===== config.mk =====
export PLATFORM = sky130hd
export DESIGN_NAME = brew_sequencer
export DESIGN_NICKNAME = d
export VERILOG_FILES = /design/src/rtl/brew_sequencer.sv
export SDC_FILE = /design/constraint.sdc
export NUM_CORES = 1
export LEC_CHECK = 0
export ABC_CLOCK_PERIOD_IN_PS = 3030
export BUFFER_PORTS_ARGS = -buffer_cell sky130_fd_sc_hd__buf_2
export CORE_ASPECT_RATIO = 1.1
export CORE_MARGIN = 4
export CORE_UTILIZATION = 59
export DETAILED_ROUTE_END_ITERATION = 16
export GPL_TIMING_DRIVEN = 0
export HOLD_SLACK_MARGIN = 0.05
export PLACE_DENSITY = 0.78
export SLEW_MARGIN = 30
export SYNTH_ARGS = -nofsm -noshare
export SYNTH_HDL_FRONTEND = slang
export SYNTH_SLANG_ARGS = --single-unit

===== constraint.sdc =====
create_clock -name clk -period 3.03 [get_ports clk]
set_clock_uncertainty 0.1 [all_clocks]
set_input_delay 0.303 -clock clk [delete_from_list [all_inputs] [get_ports clk]]
set_output_delay 0.303 -clock clk [all_outputs]
set_load 0.005 [all_outputs]

===== src/rtl/brew_sequencer.sv =====
// Coffee-brew sequencer: IDLE -> HEAT -> BREW -> (MILK) -> DONE with a BCD mm:ss countdown display.
// Optional macro BREW_ABORT_EN lets a T edge abort an active phase back to IDLE.
module brew_sequencer #(
    parameter int unsigned TICK_DIV = 10000000,
    parameter int unsigned T_HEAT   = 30,
    parameter int unsigned T_BREW   = 20,
    parameter int unsigned T_MILK   = 10,
    parameter int unsigned T_DONE   = 3
) (
    input  logic       clk,
    input  logic       reset,
    input  logic       agua,
    input  logic       cafe,
    input  logic       leche,
    input  logic       quiereLeche,
    input  logic       T,
    output logic [2:0] TH_M,
    output logic [3:0] d3,
    output logic [3:0] d2,
    output logic [3:0] d1,
    output logic [3:0] d0,
    output logic       busy,
    output logic       fault
);

    typedef enum logic [2:0] {StIdle, StHeat, StBrew, StMilk, StDone, StFault} state_e;

    localparam int unsigned DivW = (TICK_DIV > 1) ? $clog2(TICK_DIV) : 1;
    localparam logic [DivW-1:0] DivLast = DivW'(TICK_DIV - 1);

`ifdef BREW_ABORT_EN
    localparam bit AbortEn = 1'b1;
`else
    localparam bit AbortEn = 1'b0;
`endif

    function automatic logic [15:0] to_bcd(input int unsigned secs);
        int unsigned mm;
        int unsigned ss;
        mm = secs / 60;
        ss = secs % 60;
        return {4'(mm / 10), 4'(mm % 10), 4'(ss / 10), 4'(ss % 10)};
    endfunction

    // Decrement mm:ss in BCD; ss=00 borrows to 59.
    function automatic logic [15:0] bcd_dec(input logic [15:0] t);
        logic [3:0] m1, m0, s1, s0;
        {m1, m0, s1, s0} = t;
        if (s1 == 4'd0 && s0 == 4'd0) begin
            s1 = 4'd5;
            s0 = 4'd9;
            if (m0 == 4'd0) begin
                m0 = 4'd9;
                m1 = m1 - 4'd1;
            end else begin
                m0 = m0 - 4'd1;
            end
        end else if (s0 == 4'd0) begin
            s0 = 4'd9;
            s1 = s1 - 4'd1;
        end else begin
            s0 = s0 - 4'd1;
        end
        return {m1, m0, s1, s0};
    endfunction

    localparam logic [15:0] LoadHeat = to_bcd(T_HEAT);
    localparam logic [15:0] LoadBrew = to_bcd(T_BREW);
    localparam logic [15:0] LoadMilk = to_bcd(T_MILK);
    localparam logic [15:0] LoadDone = to_bcd(T_DONE);

    state_e          state_q, state_d;
    logic [DivW-1:0] div_q, div_d;
    logic [15:0]     tmr_q, tmr_d;
    logic [2:0]      th_m_q, th_m_d;
    logic            t_q;
    logic            block_q;
    logic            milk_q, milk_d;
    logic            t_edge;
    logic            tick;
    logic            expire;
    logic            timed;

    // block_q keeps a T held high across reset release from counting as an edge.
    assign t_edge = T & ~t_q & ~block_q;
    assign timed  = (state_q == StHeat) || (state_q == StBrew) ||
                    (state_q == StMilk) || (state_q == StDone);
    assign tick   = timed && (div_q == DivLast);
    assign expire = tick && (tmr_q == 16'h0001);

    always_comb begin
        state_d = state_q;
        milk_d  = milk_q;
        unique case (state_q)
            StIdle: begin
                if (t_edge) begin
                    if (agua && cafe && (leche || !quiereLeche)) begin
                        state_d = StHeat;
                        milk_d  = quiereLeche;
                    end else begin
                        state_d = StFault;
                    end
                end
            end
            StHeat: begin
                if (!agua)                  state_d = StFault;
                else if (AbortEn && t_edge) state_d = StIdle;
                else if (expire)            state_d = StBrew;
            end
            StBrew: begin
                if (!agua || !cafe)         state_d = StFault;
                else if (AbortEn && t_edge) state_d = StIdle;
                else if (expire)            state_d = milk_q ? StMilk : StDone;
            end
            StMilk: begin
                if (!leche)                 state_d = StFault;
                else if (AbortEn && t_edge) state_d = StIdle;
                else if (expire)            state_d = StDone;
            end
            StDone: begin
                if (expire) state_d = StIdle;
            end
            StFault: begin
                if (t_edge) state_d = StIdle;
            end
            default: state_d = StIdle;
        endcase
    end

    always_comb begin
        div_d = div_q;
        tmr_d = tmr_q;
        if (state_d != state_q) begin
            div_d = '0;
            unique case (state_d)
                StHeat:  tmr_d = LoadHeat;
                StBrew:  tmr_d = LoadBrew;
                StMilk:  tmr_d = LoadMilk;
                StDone:  tmr_d = LoadDone;
                default: tmr_d = 16'h0000;
            endcase
        end else if (!timed) begin
            div_d = '0;
        end else if (tick) begin
            div_d = '0;
            tmr_d = bcd_dec(tmr_q);
        end else begin
            div_d = div_q + DivW'(1);
        end
    end

    always_comb begin
        th_m_d = 3'b000;
        unique case (state_d)
            StHeat:  th_m_d = 3'b100;
            StBrew:  th_m_d = 3'b110;
            StMilk:  th_m_d = 3'b001;
            default: th_m_d = 3'b000;
        endcase
    end

    always_ff @(posedge clk) begin
        if (reset) begin
            state_q <= StIdle;
            div_q   <= '0;
            tmr_q   <= 16'h0000;
            th_m_q  <= 3'b000;
            t_q     <= 1'b0;
            block_q <= 1'b1;
            milk_q  <= 1'b0;
        end else begin
            state_q <= state_d;
            div_q   <= div_d;
            tmr_q   <= tmr_d;
            th_m_q  <= th_m_d;
            t_q     <= T;
            block_q <= block_q & T;
            milk_q  <= milk_d;
        end
    end

    always_comb begin
        {d3, d2, d1, d0} = 16'h0000;
        unique case (state_q)
            StHeat, StBrew, StMilk, StDone: {d3, d2, d1, d0} = tmr_q;
            StFault:                        {d3, d2, d1, d0} = 16'hFFFF;
            default:                        {d3, d2, d1, d0} = 16'h0000;
        endcase
    end

    assign TH_M  = th_m_q;
    assign busy  = (state_q == StHeat) || (state_q == StBrew) || (state_q == StMilk);
    assign fault = (state_q == StFault);

endmodule


# ---- Yosys cells after proc, flatten, opt, wreduce, memory -nomap -nowiden
# Cells that the tools add are included.
dict set report totals {
  input_bits 7
  out_inout_bits 21
  wordCells 91
  register_bits 49
}
dict set report classes {
  bitwise_logic 6
  n_eq_ne 12
  muxes 29
  reduce_logical 29
  n_addsub 5
}
# op n
set ops {}
lappend ops {{two-way mux 16 bit} 3}
lappend ops {{two-way mux 3 bit} 11}
lappend ops {{two-way mux 4 bit} 8}
lappend ops {{one-hot mux 4 bit (2 select lines)} 4}
lappend ops {{adder 24 x 1 -> 24 bit (second input constant)} 1}
lappend ops {{equality test 24 bit (second input constant)} 1}
lappend ops {{one-hot mux 6 bit (4 select lines)} 1}
lappend ops {{one-hot mux 3 bit (6 select lines)} 1}
lappend ops {{equality test 16 x 1 -> 1 bit (second input constant)} 1}
lappend ops {{subtractor 4 x 1 -> 4 bit (second input constant)} 4}
lappend ops {{equality test 3 x 2 -> 1 bit (second input constant)} 4}
lappend ops {{logical NOT 4 bit} 3}
lappend ops {{equality test 3 bit (second input constant)} 3}
lappend ops {{one-hot mux 3 bit (3 select lines)} 1}
lappend ops {{AND reduction 3 bit} 3}
lappend ops {{nonzero test 2 bit} 4}
lappend ops {{OR reduction 4 bit} 2}
lappend ops {{equality test 3 x 1 -> 1 bit (second input constant)} 2}
lappend ops {{logical AND 1 bit} 5}
lappend ops {{logical OR 1 bit} 5}
lappend ops {{AND reduction 4 bit} 1}
lappend ops {{AND 1 bit} 3}
lappend ops {{logical NOT 1 bit} 3}
lappend ops {{logical NOT 3 bit} 1}
lappend ops {{4 further kinds} 6}

# ---- Longest topological paths before layout
dict set report depth {
  ltp_word 12
  mapped_depth 11
  depth_no_buf 9
}

# ---- Least setup slack after synthesis
# Ideal clock, no wire load.
dict set report synth_path {
  path_kind {register to register}
  startpoint {reg tmr_q[8]}
  endpoint {reg div_q[19]}
  path_slack_ns 0.647
  setup_time_ns 0.115
  arrival_ns 2.168
  t_required_ns 2.815
  period_less_slack_ns 2.383
  stages_incl_launch_ff 12
  path_cell_list {dfxtp_1 -> inv_1 -> ha_1 -> and4bb_2 -> nand4_2 -> nor4_4 -> a21boi_2 -> o2111ai_2 -> or3_1 -> buf_4 -> buf_6 -> nor2_2}
}
dict set report synth_via {
  elab_chain_len 7
  elab_cells_between_ends 12
}
# element line
set synth_lines {}
lappend synth_lines {{from (decl)} 74} ;# logic [15:0] tmr_q, tmr_d;
lappend synth_lines {{from (signal assigned)} 174} ;# tmr_q <= tmr_d;
lappend synth_lines {{equality test 16 x 1 -> 1 bit *} 89} ;# assign expire = tick && (tmr_q == 16'h0001);
lappend synth_lines {{logical AND 1 bit *} 89}
lappend synth_lines {{two-way mux 3 bit (on tied branches)} {118, 108, 113}}
lappend synth_lines {{two-way mux 3 bit (on tied branches)} {116, 106, 111}}
lappend synth_lines {{one-hot mux 3 bit (6 select lines) *} 94} ;# unique case (state_q)
lappend synth_lines {{!= test 3 bit *} 133} ;# if (state_d != state_q) begin
lappend synth_lines {{OR reduction 4 bit (no line) *} n/a}
lappend synth_lines {{to (signal assigned)} 173} ;# div_q <= div_d;
lappend synth_lines {{to (decl)} 73} ;# logic [DivW-1:0] div_q, div_d;
# Every way passes the cells marked *; elsewhere a longest branch is shown, timed or not.
# A chain may end at the register's enable or synchronous reset.

# ---- Worst setup path after layout
dict set report layout_path {
  startpoint {reg div_q[0]}
  endpoint {reg tmr_q[5]}
}
dict set report layout_via {
  elab_chain_len 9
  elab_cells_between_ends 22
}
# element line
set layout_lines {}
lappend layout_lines {{equality test 24 bit *} 88} ;# assign tick = timed && (div_q == DivLast);
lappend layout_lines {{logical AND 1 bit *} 88}
lappend layout_lines {{logical AND 1 bit} 89}
lappend layout_lines {{two-way mux 3 bit (on tied branches)} {118, 108, 113}}
lappend layout_lines {{two-way mux 3 bit (on tied branches)} {116, 106, 111}}
lappend layout_lines {{one-hot mux 3 bit (6 select lines)} 94}
lappend layout_lines {{equality test 3 bit, or another cell as far along} 135} ;# unique case (state_d)
lappend layout_lines {{one-hot mux 6 bit (4 select lines), or another cell as far along} 135}
lappend layout_lines {{two-way mux 16 bit / AND reduction 3 bit (equally long branches)} n/a}
# Marks and branches as above.

==> run metrics <==
post-synthesis async set-or-reset flop share 0; initial antenna violation count 0; post_cts resized 0; switching power total approximately 0.42 mW; ant diodes 0; Starting Density 0.606; vias per cell between 5 and 6; fin crit share 0.929; peak supply drop roughly 0.00033 V; Most used DFF post-synth dfxtp_1; Pwr Total about 1.5 mW; row count 26; #FFs+latches synth 49; RSZ-0062 raised after global routing false; Die X 73.7 um; Sw Share 0.289; Layout area overhead 12.1%; setup TNS 0 ns; Die Ht 80.3 um; core area 0.00462 mm2; Post-Synthesis Net Count 345; crit path kind reg -> reg; Clock Power Share 0.337; Crit Path Max Fanout 6; hold violation total from the final report 0; Post-synth EDFFs 0; CTS tree done; Rel. slew slack 0.384; Setup crit end kind register; shortest period the worst path allows 2.82 ns; Final setup violation count 0; pwr dens 466 mW/mm2; grt ovf 0; die footprint between 0.005 and 0.006 mm2; total CTS buffers 5; Clock transition at path regs approximately 0.09 ns; first-pass GRT wire length 10,500 um; Seq pwr share 0.469; Slew @ Worst Pin approximately 0.92 ns; antenna-violating nets left 0; worst min path class in -> reg; worst skew pair latency 0.31 ns; Crit path required time around 3.1 ns; CP arrival 2.89 ns; Mapped Cells 332; routability cong. 0.898; crit path launch type register; r2r setup slk 0.21 ns; clock sink total 49; Synth Area per Inst 8.43 um2; unique cell type count in the Yosys netlist 60; GRT Overall Usage 0.223; DRC Markers 0; total of max-cap violations 0; post-synthesis sequential area ratio 0.350; Slew Viols, Final 0; static leakage 1.27 nW; Port Buffer Count 27; initial DRC count 259; final net count 379; status finished, final reports clean; post-DR wirelength/cell around 15 um; IO Pins 28; HPWL Detailed 4630 um; DRT Pass-1 Iters 4; fmax 0.355 GHz; largest net degree at the start of global routing 16; number of global-route vias before repair 2,300; Clock Tree Buf Depth 2; Ys Warns 0; combinational share of power 0.194; via count 2,490; P_int between 1 and 1.5 mW; DRT Wirelength roughly 6200 um; Post-CTS Setup Repair Bufs 0; number of hold buffers added after CTS 0; Mapped Area 0.00280 mm2; fraction of layout cells with a size suffix above 1 0.199; H-tree depth 2; root buffer cell clkbuf_8
[power groups by stage]
stage	Clock, mW	Combinational (mW)	Sequential [mW]
after floorplan	0	0.205	0.693
after global placement	0	0.266	0.699
after detailed placement	0	0.273	0.700
after CTS	0.502	0.277	0.684
after global routing	0.525	0.314	0.690
final	0.493	0.283	0.685
[area by class of cell]
type	count	area, um2
Buffer	13	80.1
Clock buffer	6	82.6
Clock inverter	2	37.5
Fill cell	388	1480
Inverter	13	48.8
Multi-Input combinational cell	257	1700
Sequential cell	49	981
Tap cell	56	70.1
Timing Repair Buffer	27	135
[cell usage in the layout (no fill, tap or decap), types with 3 or more instances in the layout]
cell / count
dfxtp_1: 49
nor2_1: 46
buf_2: 30
nand2_1: 21
a21o_1: 16
xor2_1: 16
nand3_1: 13
inv_1: 12
a21oi_1: 10
xnor2_1: 10
nor2_2: 10
nor3_1: 9
nand4_1: 7
nor4_1: 6
o21ai_0: 6
ha_1: 6
clkbuf_8: 6
clkbuf_1: 5
or3_1: 5
or2_2: 5
a211oi_1: 5
and3_1: 5
a31oi_1: 4
nor2b_1: 4
buf_6: 3
nor4bb_1: 3
nand2b_1: 3
nor3b_1: 3
a311oi_1: 3
[cells in the mapped netlist (5+ instances only)]
library cell  count  area [um2]
dfxtp_1          49         981
nor2_1           46         173
nand2_1          21        78.8
a21o_1           16         120
xor2_1           16         140
nand3_1          13        65.1
inv_1            12        45.0
a21oi_1          10        50.1
nor2_2           10        62.6
nor3_1           10        50.1
xnor2_1          10        87.6
nand4_1           7        43.8
nor4_1            7        43.8
clkbuf_1          6        22.5
ha_1              6        75.1
o21ai_0           6        30.0
a211oi_1          5        37.5
and3_1            5        31.3
or2_2             5        31.3
or3_1             5        31.3
[stage by stage]
stage	util	worst slack [ns]	area, um2	std cells	hold slack, ns
finish	0.679	0.214	3140	423	0.121
global placement	0.651	0.261	3010	415	0.354
CTS	0.677	0.122	3130	423	0.126
detailed placement	0.651	0.218	3010	415	0.363
floorplan	-	0.647	2800	332	0.309
global route	0.679	0.0438	3140	423	0.133
[registers in the layout, indices dropped and copies added (netlist names)]
register and count:
TH_M 3, tmr_q 16, milk_q 1, block_q 1
t_q 1, state_q 3, div_q 24
[worst paths after layout]
path,from,endpoint,cells past startpoint
worst max register to register,div_q[0],tmr_q[5],8
worst min-delay path,reset,block_q,3
worst max-delay path,div_q[0],tmr_q[5],8
worst min register to register,block_q,block_q,2
[kinds of logic after synthesis]
kind of cell,Yosys count,synth area share
AO/OA/AOI/OAI,63,0.166
XOR/XNOR,26,0.0813
adder cells (fa/ha/maj),6,0.0268
buffers and inverters,26,0.0456
flip-flops,49,0.350
multiplexers,1,0.00357
AND/OR/NAND/NOR,161,0.326
[per-layer routing]
metal  vias up  GRT usage  share of wire
li1       1246          -              -
met1      1190      0.271           0.44
met2        46      0.400           0.52
met3         8     0.0338          0.031
met4         0     0.0598          0.012
met5         -          0              0
[worst max-delay path, cell delays in order (launching register included)]
cell      delay (ns)
dfxtp_1         0.40
ha_1            0.25
and4_1          0.28
nand4_1         0.27
or3_1           0.44
a211oi_1        0.47
nor3b_1         0.14
mux2i_1         0.22
a211oi_1        0.10
Power figures use the tool's default switching activity.
